`config.mk`:
```
export PLATFORM = sky130hd
export DESIGN_NAME = program_loader
export DESIGN_NICKNAME = d
export VERILOG_FILES = /design/src/rtl/loader_pkg.sv /design/src/rtl/program_loader.sv
export SDC_FILE = /design/constraint.sdc
export NUM_CORES = 1
export LEC_CHECK = 0
export CORE_UTILIZATION = 40
export CTS_CLUSTER_SIZE = 20
export DETAILED_ROUTE_END_ITERATION = 8
export SLEW_MARGIN = 5
export SYNTH_ARGS = -nofsm -noshare
export SYNTH_HDL_FRONTEND = slang
export SYNTH_SLANG_ARGS = --single-unit
```
`constraint.sdc`:
```
create_clock -name clk -period 3.9 [get_ports clk]
set_input_delay 0.39 -clock clk [delete_from_list [all_inputs] [get_ports clk]]
set_output_delay 0.39 -clock clk [all_outputs]
set_load 0.005 [all_outputs]
```
`src/rtl/loader_pkg.sv`:
```
// ============================================================================
// loader_pkg : shared state encoding and width constants for program_loader
// Revision   : 1.0
// ============================================================================
`default_nettype none

package loader_pkg;

  localparam int BYTE_W     = 8;
  localparam int WORD_W     = 16;
  localparam int DEF_ADDR_W = 16;

  typedef enum logic [2:0] {
    ST_CNT_HI  = 3'd0,
    ST_CNT_LO  = 3'd1,
    ST_DATA_HI = 3'd2,
    ST_DATA_LO = 3'd3,
    ST_WRITE   = 3'd4,
    ST_CHK     = 3'd5,
    ST_RUN     = 3'd6,
    ST_ERR     = 3'd7
  } state_e;

endpackage

`default_nettype wire

```
`src/rtl/program_loader.sv`:
```
// ============================================================================
// program_loader : boot-time byte-stream loader into instruction memory with
//                  XOR checksum; releases the core on a good load.
// Revision       : 1.0
// ============================================================================
`default_nettype none

module program_loader
  import loader_pkg::*;
#(
  parameter int                ADDR_W    = DEF_ADDR_W,
  parameter logic [ADDR_W-1:0] BASE_ADDR = '0
) (
  input  logic              clk,
  input  logic              rst,
  input  logic              in_valid,
  input  logic [BYTE_W-1:0] in_byte,
  output logic              in_ready,
  input  logic              reload,
  output logic              mem_we,
  output logic [ADDR_W-1:0] mem_addr,
  output logic [WORD_W-1:0] mem_wdata,
  output logic              core_rst,
  output logic              strt,
  output logic              done,
  output logic              err
);

  state_e              state_q;
  logic [BYTE_W-1:0]   hi_q;
  logic [WORD_W-1:0]   cnt_q;
  logic [BYTE_W-1:0]   acc_q;
  logic [ADDR_W-1:0]   addr_q;
  logic [WORD_W-1:0]   wdata_q;
  logic                we_q;
  logic                core_rst_q;
  logic                strt_q;
  logic                done_q;
  logic                err_q;
  logic                accept;

  assign in_ready = !rst && (state_q inside {ST_CNT_HI, ST_CNT_LO, ST_DATA_HI,
                                             ST_DATA_LO, ST_CHK});
  assign accept   = in_valid && in_ready;

  always_ff @(posedge clk or posedge rst) begin
    if (rst) begin
      state_q    <= ST_CNT_HI;
      hi_q       <= '0;
      cnt_q      <= '0;
      acc_q      <= '0;
      addr_q     <= BASE_ADDR;
      wdata_q    <= '0;
      we_q       <= 1'b0;
      core_rst_q <= 1'b1;
      strt_q     <= 1'b0;
      done_q     <= 1'b0;
      err_q      <= 1'b0;
    end else begin
      we_q <= 1'b0;
      case (state_q)
        ST_CNT_HI: if (accept) begin
          cnt_q[WORD_W-1:BYTE_W] <= in_byte;
          state_q                <= ST_CNT_LO;
        end
        ST_CNT_LO: if (accept) begin
          cnt_q[BYTE_W-1:0] <= in_byte;
          state_q <= ({cnt_q[WORD_W-1:BYTE_W], in_byte} == '0) ? ST_CHK : ST_DATA_HI;
        end
        ST_DATA_HI: if (accept) begin
          hi_q    <= in_byte;
          acc_q   <= acc_q ^ in_byte;
          state_q <= ST_DATA_LO;
        end
        // Strobe is launched here so it is high exactly during WRITE.
        ST_DATA_LO: if (accept) begin
          wdata_q <= {hi_q, in_byte};
          acc_q   <= acc_q ^ in_byte;
          we_q    <= 1'b1;
          state_q <= ST_WRITE;
        end
        ST_WRITE: begin
          addr_q  <= addr_q + ADDR_W'(1);
          cnt_q   <= cnt_q - WORD_W'(1);
          state_q <= (cnt_q == WORD_W'(1)) ? ST_CHK : ST_DATA_HI;
        end
        ST_CHK: if (accept) begin
          if (in_byte == acc_q) begin
            core_rst_q <= 1'b0;
            strt_q     <= 1'b1;
            done_q     <= 1'b1;
            state_q    <= ST_RUN;
          end else begin
            err_q   <= 1'b1;
            state_q <= ST_ERR;
          end
        end
        ST_RUN, ST_ERR: if (reload) begin
          acc_q      <= '0;
          cnt_q      <= '0;
          addr_q     <= BASE_ADDR;
          core_rst_q <= 1'b1;
          strt_q     <= 1'b0;
          done_q     <= 1'b0;
          err_q      <= 1'b0;
          state_q    <= ST_CNT_HI;
        end
        default: state_q <= ST_CNT_HI;
      endcase
    end
  end

  assign mem_we    = we_q;
  assign mem_addr  = addr_q;
  assign mem_wdata = wdata_q;
  assign core_rst  = core_rst_q;
  assign strt      = strt_q;
  assign done      = done_q;
  assign err       = err_q;

endmodule

`default_nettype wire
```
# After elaboration in Yosys (flattened, before gate mapping)
# Cells that the tools add are included.
[totals] reg_bits=71 output_inout_bits=38 elab_cells=85
[classes] add_sub_neg=2 n_eq_ne=18 mux=31 n_bitwise=1 reduce_logical=22
[ops] operator="one-hot mux 8 bit (3 select lines)" n=2
[ops] operator="one-hot mux 16 bit (2 select lines)" n=1
[ops] operator="two-way mux 3 bit" n=8
[ops] operator="two-way mux 8 bit" n=3
[ops] operator="one-hot mux 3 bit (7 select lines)" n=1
[ops] operator="adder 16 x 1 -> 16 bit, second input constant" n=1
[ops] operator="equality test 16 x 1 -> 1 bit, second input constant" n=1
[ops] operator="zero test 16 bit" n=1
[ops] operator="two-way mux 16 bit" n=1
[ops] operator="one-hot mux 8 bit (2 select lines)" n=1
[ops] operator="subtractor 16 x 1 -> 16 bit, second input constant" n=1
[ops] operator="inequality test 2 bit, second input constant" n=7
[ops] operator="equality test 3 bit, second input constant" n=4
[ops] operator="two-way mux 1 bit" n=11
[ops] operator="AND reduction 3 bit" n=3
[ops] operator="equality test 8 bit" n=1
[ops] operator="AND reduction 4 bit" n=2
[ops] operator="bitwise XOR 8 bit" n=1
[ops] operator="equality test 3 x 2 -> 1 bit, second input constant" n=2
[ops] operator="one-hot mux 1 bit (2 select lines)" n=3
[ops] operator="AND reduction 2 bit" n=3
[ops] operator="AND reduction 6 bit" n=1
[ops] operator="nonzero test 2 bit" n=3
[ops] operator="nonzero test 3 bit" n=2
[ops] operator="other kinds (7)" n=10

# Longest topological paths before layout
# Gate-level depths: netlist of the first run.
[logic_depth] word_depth=6 ltp_mapped=7

# Worst setup path before layout of the first run
# OpenSTA, ideal clock, no wires.
[synth_path] kind="flip-flop to flip-flop" from="register cnt_q[0]" to="register cnt_q[14]" arrival_time_ns=1.580 required_ns=3.824 slack_ns=2.244 path_stages_with_launch=8 path_buffers=0 cell_sequence="dfrtp_1 inv_1 ha_1 nor3b_1 and2_1 and3_1 a22oi_1 o21ai_1"
[synth_between] elab_chain_cells=2
[synth_lines] element="from (decl)" line_no="program_loader.sv:31" rtl="logic [WORD_W-1:0] cnt_q;"
[synth_lines] element="from (signal, indexed assignment)" line_no="program_loader.sv:63" rtl="cnt_q[WORD_W-1:BYTE_W] <= in_byte;"
[synth_lines] element="from (signal, indexed assignment)" line_no="program_loader.sv:67" rtl="cnt_q[BYTE_W-1:0] <= in_byte;"
[synth_lines] element="from (signal assigned)" line_no="program_loader.sv:84" rtl="cnt_q <= cnt_q - WORD_W'(1);"
[synth_lines] element="subtractor 16 x 1 -> 16 bit" line_no="program_loader.sv:84"
[synth_lines] element="one-hot mux 8 bit (3 select lines)" line_no="program_loader.sv:61" rtl="case (state_q)"
# No other way between the ends.
# A chain may end at the register's enable or synchronous reset.

# Worst setup path after layout of the first run
[layout_path] from="register state_q[2]" to="register cnt_q[9]"
[layout_between] elab_chain_cells=6
[layout_lines] element="from (decl)" line_no="program_loader.sv:29" rtl="state_e state_q;"
[layout_lines] element="from (signal assigned)" line_no="program_loader.sv:68" rtl="state_q <= ({cnt_q[WORD_W-1:BYTE_W], in_byte} == '0) ? ST_CHK : ST_DATA_HI;"
[layout_lines] element="from (signal assigned)" line_no="program_loader.sv:85" rtl="state_q <= (cnt_q == WORD_W'(1)) ? ST_CHK : ST_DATA_HI;"
[layout_lines] element="equality test 3 x 1 -> 1 bit (tied with other cells)" line_no="program_loader.sv:42" rtl="assign in_ready = !rst && (state_q inside {ST_CNT_HI, ST_CNT_LO, ST_DATA_HI,"
[layout_lines] element="nonzero test 5 bit" line_no="program_loader.sv:42"
[layout_lines] element="logical AND 1 bit" line_no="program_loader.sv:42"
[layout_lines] element="logical AND 1 bit" line_no="program_loader.sv:44" rtl="assign accept = in_valid && in_ready;"
[layout_lines] element="inequality test 2 bit (no line)"
[layout_lines] element="AND reduction 3 bit (no line)"
# Parallel ways exist; a longest one is shown, timed or not.

==> results of run 1 <==
worst max-delay path, cell delays in order (launching register included):
cell      delay, ns
dfrtp_1        0.81
nand2_1        0.70
or4_1          0.68
o211ai_1       0.11
per-layer routing:
| metal | GRT usage [%] | share of wire, % | up-vias |
|---|---|---|---|
| met3 | 4.17 | 4.0 | 10 |
| met4 | 5.66 | 1.3 | 0 |
| li1 | - | - | 1441 |
| met5 | 0 | 0 | - |
| met2 | 30.2 | 47 | 74 |
| met1 | 26.5 | 48 | 1475 |
cell type report:
| type | instances | area share, % |
|---|---|---|
| Clock buffer | 9 | 2.84 |
| Clock inverter | 7 | 1.43 |
| Inverter | 9 | 0.773 |
| Multi-Input combinational cell | 290 | 39.4 |
| Sequential cell | 71 | 40.7 |
| Tap cell | 108 | 3.09 |
| Timing Repair Buffer | 52 | 11.7 |
path summary, 6_finish.rpt:
kind                       slack [ns]      endpoint       start
hold reg to reg                  0.47  mem_wdata[9]     hi_q[1]
hold / removal                   0.47  mem_wdata[9]     hi_q[1]
setup / recovery                 1.51      cnt_q[9]  state_q[2]
min in group asynchronous        0.62  mem_wdata[2]         rst
max in group asynchronous        2.44      core_rst         rst
setup reg to reg                 1.51      cnt_q[9]  state_q[2]
synthesized netlist by cell type (2+ instances only):
cell	number	area share (%)
nand2_1	69	7.1
and4_1	3	0.72
inv_1	8	0.82
xnor2_1	10	2.4
a21oi_1	18	2.5
nand3_1	10	1.4
a22o_1	2	0.48
clkbuf_1	12	1.2
o22ai_1	2	0.34
a21o_1	11	2.3
o21ai_1	16	2.2
buf_6	2	0.62
ha_1	3	1.0
or4_1	3	0.62
and2_1	5	0.86
buf_2	7	0.96
mux2_2	9	2.8
a22oi_1	6	1.2
a211oi_4	2	1.1
dfrtp_1	70	48
mux2i_1	2	0.55
o21ai_0	25	3.4
nor2_1	31	3.2
nor3b_1	11	2.3
nor2b_1	2	0.34
nor4_1	4	0.69
xor2_1	12	2.9
nand4_1	6	1.0
nor3_1	8	1.1
and3_1	3	0.52
o21a_1	4	0.82
where the power goes:
part           switching (W)  internal [W]
logic               0.000475      0.000535
registers           0.000288       0.00102
clock network       0.000328      0.000244
logic make-up (layout without fill, tap and decap cells):
logic type	Yosys count	count (layout)	share of synthesized area [%]
AO/OA/AOI/OAI	91	91	15.6
XOR/XNOR	22	22	5.29
adder cells (fa/ha/maj)	3	3	1.03
buffers and inverters	31	77	3.95
flip-flops	71	71	48.8
multiplexers	11	11	3.33
AND/OR/NAND/NOR	163	163	22.0
state kept, by name (all words and copies together), names as in the netlist:
name / count
mem_wdata: 16
done: 1
mem_addr: 16
core_rst: 1
err: 1
state_q: 3
cnt_q: 16
acc_q: 8
mem_we: 1
hi_q: 8
per-stage QoR:
step           instances  total power (W)  hold slack (ns)
4_1_cts              546          0.00291            0.470
5_1_grt              546          0.00310            0.501
3_3_place_gp         530          0.00231            0.452
6_report             546          0.00289            0.471
2_1_floorplan        392          0.00192            0.435
3_5_place_dp         530          0.00233            0.457
==> results.yml, run 1 <==
clock_tree:
  clkTransAtPathRegs_ns: 0.09
  clkSinkCount: 71
  cts_root_buf: "clkbuf_8"
  cts.path.max_buffers: 2
  insertion_delay_ns: 0.36
  cts-htree-levels: 3
  cts_tree: "yes"
  cts_buffers: 9
  post_cts_resized: 0
  ctsHoldBuffers: 0
  post_cts_buffers: 0
routing:
  wl_um: 8500
  drtAntennaViolNets: 0
  viasPerCell: 5.49
  route.detailed.drc: 0
  num_vias: 3000
  drt_iter0_markers: 199
  drt-pass1-iter-count: 4
  wl_per_cell_um: 15.6
placed_design:
  placed_cell_area_um2: 4180
  routabilityCongestion: 0.776
  dpl.hpwl_um: 5840
  port_buffers: 49
  post-place-ws_ns: 1.41
sta:
  hold_viol: 0
  setup_violations: 0
  period_minus_slack_ns: 2.39
  drv_slew: 0
  fmax_mhz: 419
  tns_ns: 0
  setup_ws_ns: 1.51
  worst_slew_pin_slew_ns: 0.839
  rsz0062_at_grt: "false"
  min_period_over_period_pct: 61.2
  slew_headroom_pct: 44.0
  fin_worst_skew_ns: 0.0181
worst_setup_path:
  start_kind: "flip-flop"
  required_ns: 4.16
  criticalPathCategory: "flip-flop to flip-flop"
  end_kind: "flip-flop"
  cp.arrival_ns: 2.65
  path_max_fanout: 25
  rr_worst_depth: 3
synthesis:
  seq_area_frac_synth_pct: 48.8
  ys_ff_latch: 71
  synth-edff-count: 0
  synth_ff_type: "dfrtp_1"
  synth_warnings: 0
  synth_cell_type_count: 47
  async_flop_share_pct: 100
  synth_cells: 392
  synth.avg_cell_area_um2: 9.29
  syn-cell-area_um2: 3640
  syn_nets: 407
die:
  dieArea_um2: 9490
  die_w_um: 97.4
  start_util_pct: 41.6
  ios: 50
  coreArea_um2: 8760
  die_h_um: 97.4
  rows: 34
cells_and_area:
  multiInputGateArea_um2: 1720
  fin_util_pct: 49.8
  n_antenna_cell: 0
  layout-drive-gt1-share_pct: 8.45
  layout_common_cells: "dfrtp_1, nand2_1, clkdlybuf4s50_1, nor2_1, o21ai_0"
  areaGrowthSynthToFinish_pct: 19.9
  finalInstanceArea_um2: 4370
  fillCellCount: 811
  nets: 448
  final_common_cell: "dfrtp_1"
  ff_latch_area_um2: 1780
job:
  max_cap_violations: 0
hold_path:
  min_path_cells: 2
  min_path_type: "flip-flop to flip-flop"
global_routing:
  grt_pass1_wl_um: 14500
  grt_overflow: 0
  antenna_found_initial: 0
  grt_use_total_pct: 19.2
  first_global_vias: 2869
  grt_max_degree: 40
power:
  leakagePower_nw: 1.93
  p_per_area_nw_per_um2: 662
  peakVddDrop_mv: 0.296
status:
  status: "complete, no violations"
Note: power is estimated with default switching activity, not from simulation.
==> run 2, diff against run 1 <==
==> constraint.sdc (replaced) <==
create_clock -name clk -period 2.15 [get_ports clk]
set_input_delay 0.215 -clock clk [delete_from_list [all_inputs] [get_ports clk]]
set_output_delay 0.215 -clock clk [all_outputs]
set_load 0.005 [all_outputs]
==> run 2 against run 1 <==
Effect of this change:
- clock skew is 0.010 ns lower
- sequential power up 81%
- wire length increased by 2.9%
- cell area grew 4.0%
- final cell count up 3.1%
- die area unchanged
- non-clock buffer count rose by 17
- register-to-register slack worse by 1.2 ns
- power rose by 91%
- global-route usage up 0.96 points
- critical path depth unchanged
- sequential share of layout area is 1.5 points lower
- critical endpoint is now in_ready
==> results.yml, run 2 (same netlist as run 1, synthesis figures left out) <==
routing:
  wl_um: 8740
  drtAntennaViolNets: 0
  viasPerCell: 5.40
  drt-pass1-iter-count: 4
  route.detailed.drc: 0
  drt_iter0_markers: 145
  wl_per_cell_um: 15.5
  num_vias: 3040
die:
  die_w_um: 97.4
  coreArea_um2: 8760
  ios: 50
  die_h_um: 97.4
  rows: 34
  dieArea_um2: 9490
  start_util_pct: 41.6
clock_tree:
  cts-htree-levels: 3
  clkTransAtPathRegs_ns: 0.08
  cts_root_buf: "clkbuf_8"
  ctsHoldBuffers: 0
  cts_tree: "yes"
  cts_buffers: 9
  clkSinkCount: 71
  insertion_delay_ns: 0.35
  cts.path.max_buffers: 2
sta:
  fin_worst_skew_ns: 0.00800
  rsz0062_at_grt: "false"
  drv_slew: 0
  period_minus_slack_ns: 2.02
  setup_violations: 0
  fmax_mhz: 495
  hold_viol: 0
  min_period_over_period_pct: 93.9
  tns_ns: 0
  slew_headroom_pct: 65.0
  worst_slew_pin_slew_ns: 0.525
global_routing:
  grt_pass1_wl_um: 15000
  grt_overflow: 0
  antenna_found_initial: 0
  first_global_vias: 2924
  grt_max_degree: 42
  grt_use_total_pct: 20.1
cells_and_area:
  areaGrowthSynthToFinish_pct: 24.7
  ff_latch_area_um2: 1780
  n_antenna_cell: 0
  fin_cells: 563
  layout_common_cells: "nand2_1, dfrtp_1, clkdlybuf4s50_1, nor2_1, o21ai_0"
  fin_util_pct: 51.8
  final_common_cell: "nand2_1"
  layout-drive-gt1-share_pct: 12.5
  multiInputGateArea_um2: 1720
  nets: 465
  fillCellCount: 828
worst_setup_path:
  path_max_fanout: 15
  criticalPathCategory: "flip-flop to output port"
  start_kind: "flip-flop"
  rr_endpoint: "mem_addr[7]"
  rr_worst_depth: 5
  required_ns: 1.93
  r2r_slack_ns: 0.33
  end_kind: "output port"
  r2r-start: "state_q[1]"
  cp.arrival_ns: 1.80
hold_path:
  min_path_type: "input port to async pin"
placed_design:
  routabilityCongestion: 0.858
  dpl.hpwl_um: 6280
  port_buffers: 49
  place_inst: 547
power:
  p_per_area_nw_per_um2: 1210
  peakVddDrop_mv: 0.481
  leakagePower_nw: 2.04
job:
  max_cap_violations: 0
status:
  status: "complete, no violations"
## run 2: changes by cell type in the layout (fill, tap and decap cells not counted), moves of 2 or more
| cell | change |
|---|---|
| buf_4 | +17 |
| clkinv_4 | +2 |
| dfrtp_1 | -2 |
| bufinv_16 | +2 |
| dfrtp_2 | +2 |
| clkinvlp_4 | -2 |
## run 2: area by class of cell
class | instances | share of cell area (%)
timing repair buffer | 69 | 14.1
sequential | 71 | 39.2
clock inverter | 7 | 2.31
inverter | 9 | 0.744
clock buffer | 9 | 2.73
tap | 108 | 2.97
multi-input combinational | 290 | 38.0
## run 2: worst max-delay path: stages, from the launching register on
cell	delay, ns
dfrtp_2	0.51
nand2b_2	0.26
a21oi_1	0.16
clkdlybuf4s50_1	0.52
## run 2: power by group
group          switching, W  internal (W)  total [W]
Clock              0.000559      0.000669    0.00123
Sequential         0.000513       0.00185    0.00237
Combinational      0.000889       0.00102    0.00191
## run 2: worst max-delay path by stage
stage                           from    endpoint  slack, ns  cells after the start
after floorplan                  rst    acc_q[0]       0.14                      1
after global placement           rst    cnt_q[0]       0.22                      5
after detailed placement  in_byte[0]  state_q[0]       0.17                      6
after CTS                 state_q[1]    in_ready      0.001                      3
after global routing      state_q[1]    in_ready       0.02                      3
final                     state_q[1]    in_ready       0.13                      3
## run 2: per-layer routing
| metal | up-vias | GRT usage [%] | wire [µm] |
|---|---|---|---|
| met4 | 0 | 8.37 | 97 |
| met1 | 1491 | 29.1 | 4150 |
| met5 | - | 0 | 0 |
| met3 | 8 | 3.09 | 335 |
| li1 | 1475 | - | - |
| met2 | 66 | 30.0 | 4160 |
## run 2: repair_timing
action,4_1_cts,5_1_grt
endpoints found under the setup margin,0,1
gates resized for setup,0,3
setup buffers,0,0
## run 2: metrics by stage
step / hold slack [ns] / cell area (µm²) / total power [W] / setup WS, ns
floorplan: 0.320 / 3640 / 0.00348 / 0.140
global placement: 0.446 / 4310 / 0.00428 / 0.217
detailed placement: 0.459 / 4310 / 0.00431 / 0.169
CTS: 0.373 / 4540 / 0.00555 / 0.00114
global route: 0.405 / 4540 / 0.00595 / 0.0204
finish: 0.366 / 4540 / 0.00551 / 0.131
==> run 3, diff against run 2 <==
--- a/config.mk
+++ b/config.mk
@@ -8,6 +8,8 @@
 export CORE_UTILIZATION = 40
 export CTS_CLUSTER_SIZE = 20
 export DETAILED_ROUTE_END_ITERATION = 8
+export PLACE_DENSITY = 0.67
+export RECOVER_POWER = 25
 export SLEW_MARGIN = 5
 export SYNTH_ARGS = -nofsm -noshare
 export SYNTH_HDL_FRONTEND = slang
==> run 3 against run 2 <==
Effect of this change:
- critical path depth did not move
- global-route usage is 0.77 points lower
- sequential power barely moved
- cell area down 1.4%
- sequential share of layout area rose by 0.56 points
- utilization fell by 0.73 points
- worst setup slack lost 0.028 ns
- flip-flop and latch count unchanged
- power is 3.8% lower
- maximum frequency down 1.3%
- register-to-register slack worse by 0.02 ns
- hold slack improved by 0.10 ns
- critical path type unchanged
- largest power group unchanged
==> results.yml, run 3 (same netlist as run 1, synthesis figures left out) <==
status:
  status: "complete, no violations"
sta:
  fin_worst_skew_ns: 0.0113
  worst_slew_pin_slew_ns: 1.00
  rsz0062_at_grt: "false"
  setup_ws_ns: 0.103
  slew_headroom_pct: 33.1
  min_period_over_period_pct: 95.2
  period_minus_slack_ns: 2.05
  fmax_mhz: 489
  drv_slew: 0
  hold_viol: 0
  setup_violations: 0
  tns_ns: 0
cells_and_area:
  areaGrowthSynthToFinish_pct: 22.9
  layout_common_cells: "nand2_1, dfrtp_1, clkdlybuf4s50_1, nor2_1, o21ai_0"
  layout-drive-gt1-share_pct: 11.3
  final_common_cell: "nand2_1"
  fin_cells: 559
  n_antenna_cell: 0
  nets: 462
routing:
  drt-pass1-iter-count: 4
  route.detailed.drc: 0
  wl_per_cell_um: 15.0
  viasPerCell: 5.36
  drtAntennaViolNets: 0
  wl_um: 8370
  drt_iter0_markers: 116
  num_vias: 2996
clock_tree:
  cts.path.max_buffers: 2
  cts_root_buf: "clkbuf_8"
  cts-htree-levels: 3
  clkTransAtPathRegs_ns: 0.07
  cts_buffers: 9
  post_cts_buffers: 0
  insertion_delay_ns: 0.34
  clkSinkCount: 71
  ctsHoldBuffers: 0
  cts_tree: "yes"
placed_design:
  port_buffers: 49
  dpl.hpwl_um: 5990
  post-place-ws_ns: 0.150
  place_inst: 544
  routabilityCongestion: 0.850
global_routing:
  grt_use_total_pct: 19.4
  grt_overflow: 0
  antenna_found_initial: 0
  grt_pass1_wl_um: 14900
  grt_max_degree: 40
  first_global_vias: 3046
die:
  die_w_um: 97.4
  rows: 34
  start_util_pct: 41.6
  die_h_um: 97.4
  ios: 50
  coreArea_um2: 8760
  dieArea_um2: 9490
worst_setup_path:
  cp.arrival_ns: 1.83
  start_kind: "flip-flop"
  required_ns: 1.93
  path_max_fanout: 15
  end_kind: "output port"
  criticalPathCategory: "flip-flop to output port"
power:
  leakagePower_nw: 2.00
  power_w: 0.00530
  p_per_area_nw_per_um2: 1180
  peakVddDrop_mv: 0.559
hold_path:
  min_path_type: "flip-flop to flip-flop"
job:
  max_cap_violations: 0
run 3: timing repair:
| action | in CTS | in global routing |
|---|---|---|
| resized for setup | 2 | 2 |
| endpoints found under the hold margin | 0 | 0 |
| setup endpoints to repair | 1 | 1 |
run 3: worst paths after layout:
check	startpoint	slack (ns)	cells after the start	end
max	state_q[1]	0.10	3	in_ready
min	hi_q[3]	0.47	2	mem_wdata[11]
max reg2reg	state_q[2]	0.31	4	cnt_q[0]
min reg2reg	hi_q[3]	0.47	2	mem_wdata[11]
max in group asynchronous	rst	0.78	3	mem_wdata[13]
min in group asynchronous	rst	0.67	3	hi_q[4]
run 3: final cells by class:
cell class,count,area [µm²]
fillers,819,4280
flip-flops and latches,71,1780
multi-input cells,290,1730
repair buffers,66,613
clock buffers,12,145
well taps,108,135
clock inverters,3,43.8
inverters,9,33.8
run 3: layer usage:
layer	global-route usage [%]	vias to the layer above	share of wire, %
li1	-	1457	-
met1	25.8	1464	48
met2	31.4	64	47
met3	3.96	11	3.6
met4	6.56	0	1.5
met5	0	-	0
run 3: per-stage QoR:
step	util (%)	area, µm²	hold WS (ns)
2_1_floorplan	-	3640	0.320
3_3_place_gp	48.9	4290	0.462
3_5_place_dp	48.9	4290	0.460
4_1_cts	51.1	4480	0.427
5_1_grt	51.1	4480	0.500
6_report	51.1	4480	0.471
run 3: worst max-delay path, cell delays in order, from the launching register on:
cell	delay, ns
dfrtp_2	0.51
nand2b_2	0.27
a21oi_2	0.18
clkdlybuf4s50_1	0.52
run 3: report_power, final:
group          internal (W)  total [W]  switching (W)
Sequential          0.00186    0.00237       0.000511
Clock              0.000563    0.00105       0.000485
Combinational       0.00101    0.00188       0.000874
Total               0.00343    0.00530        0.00187
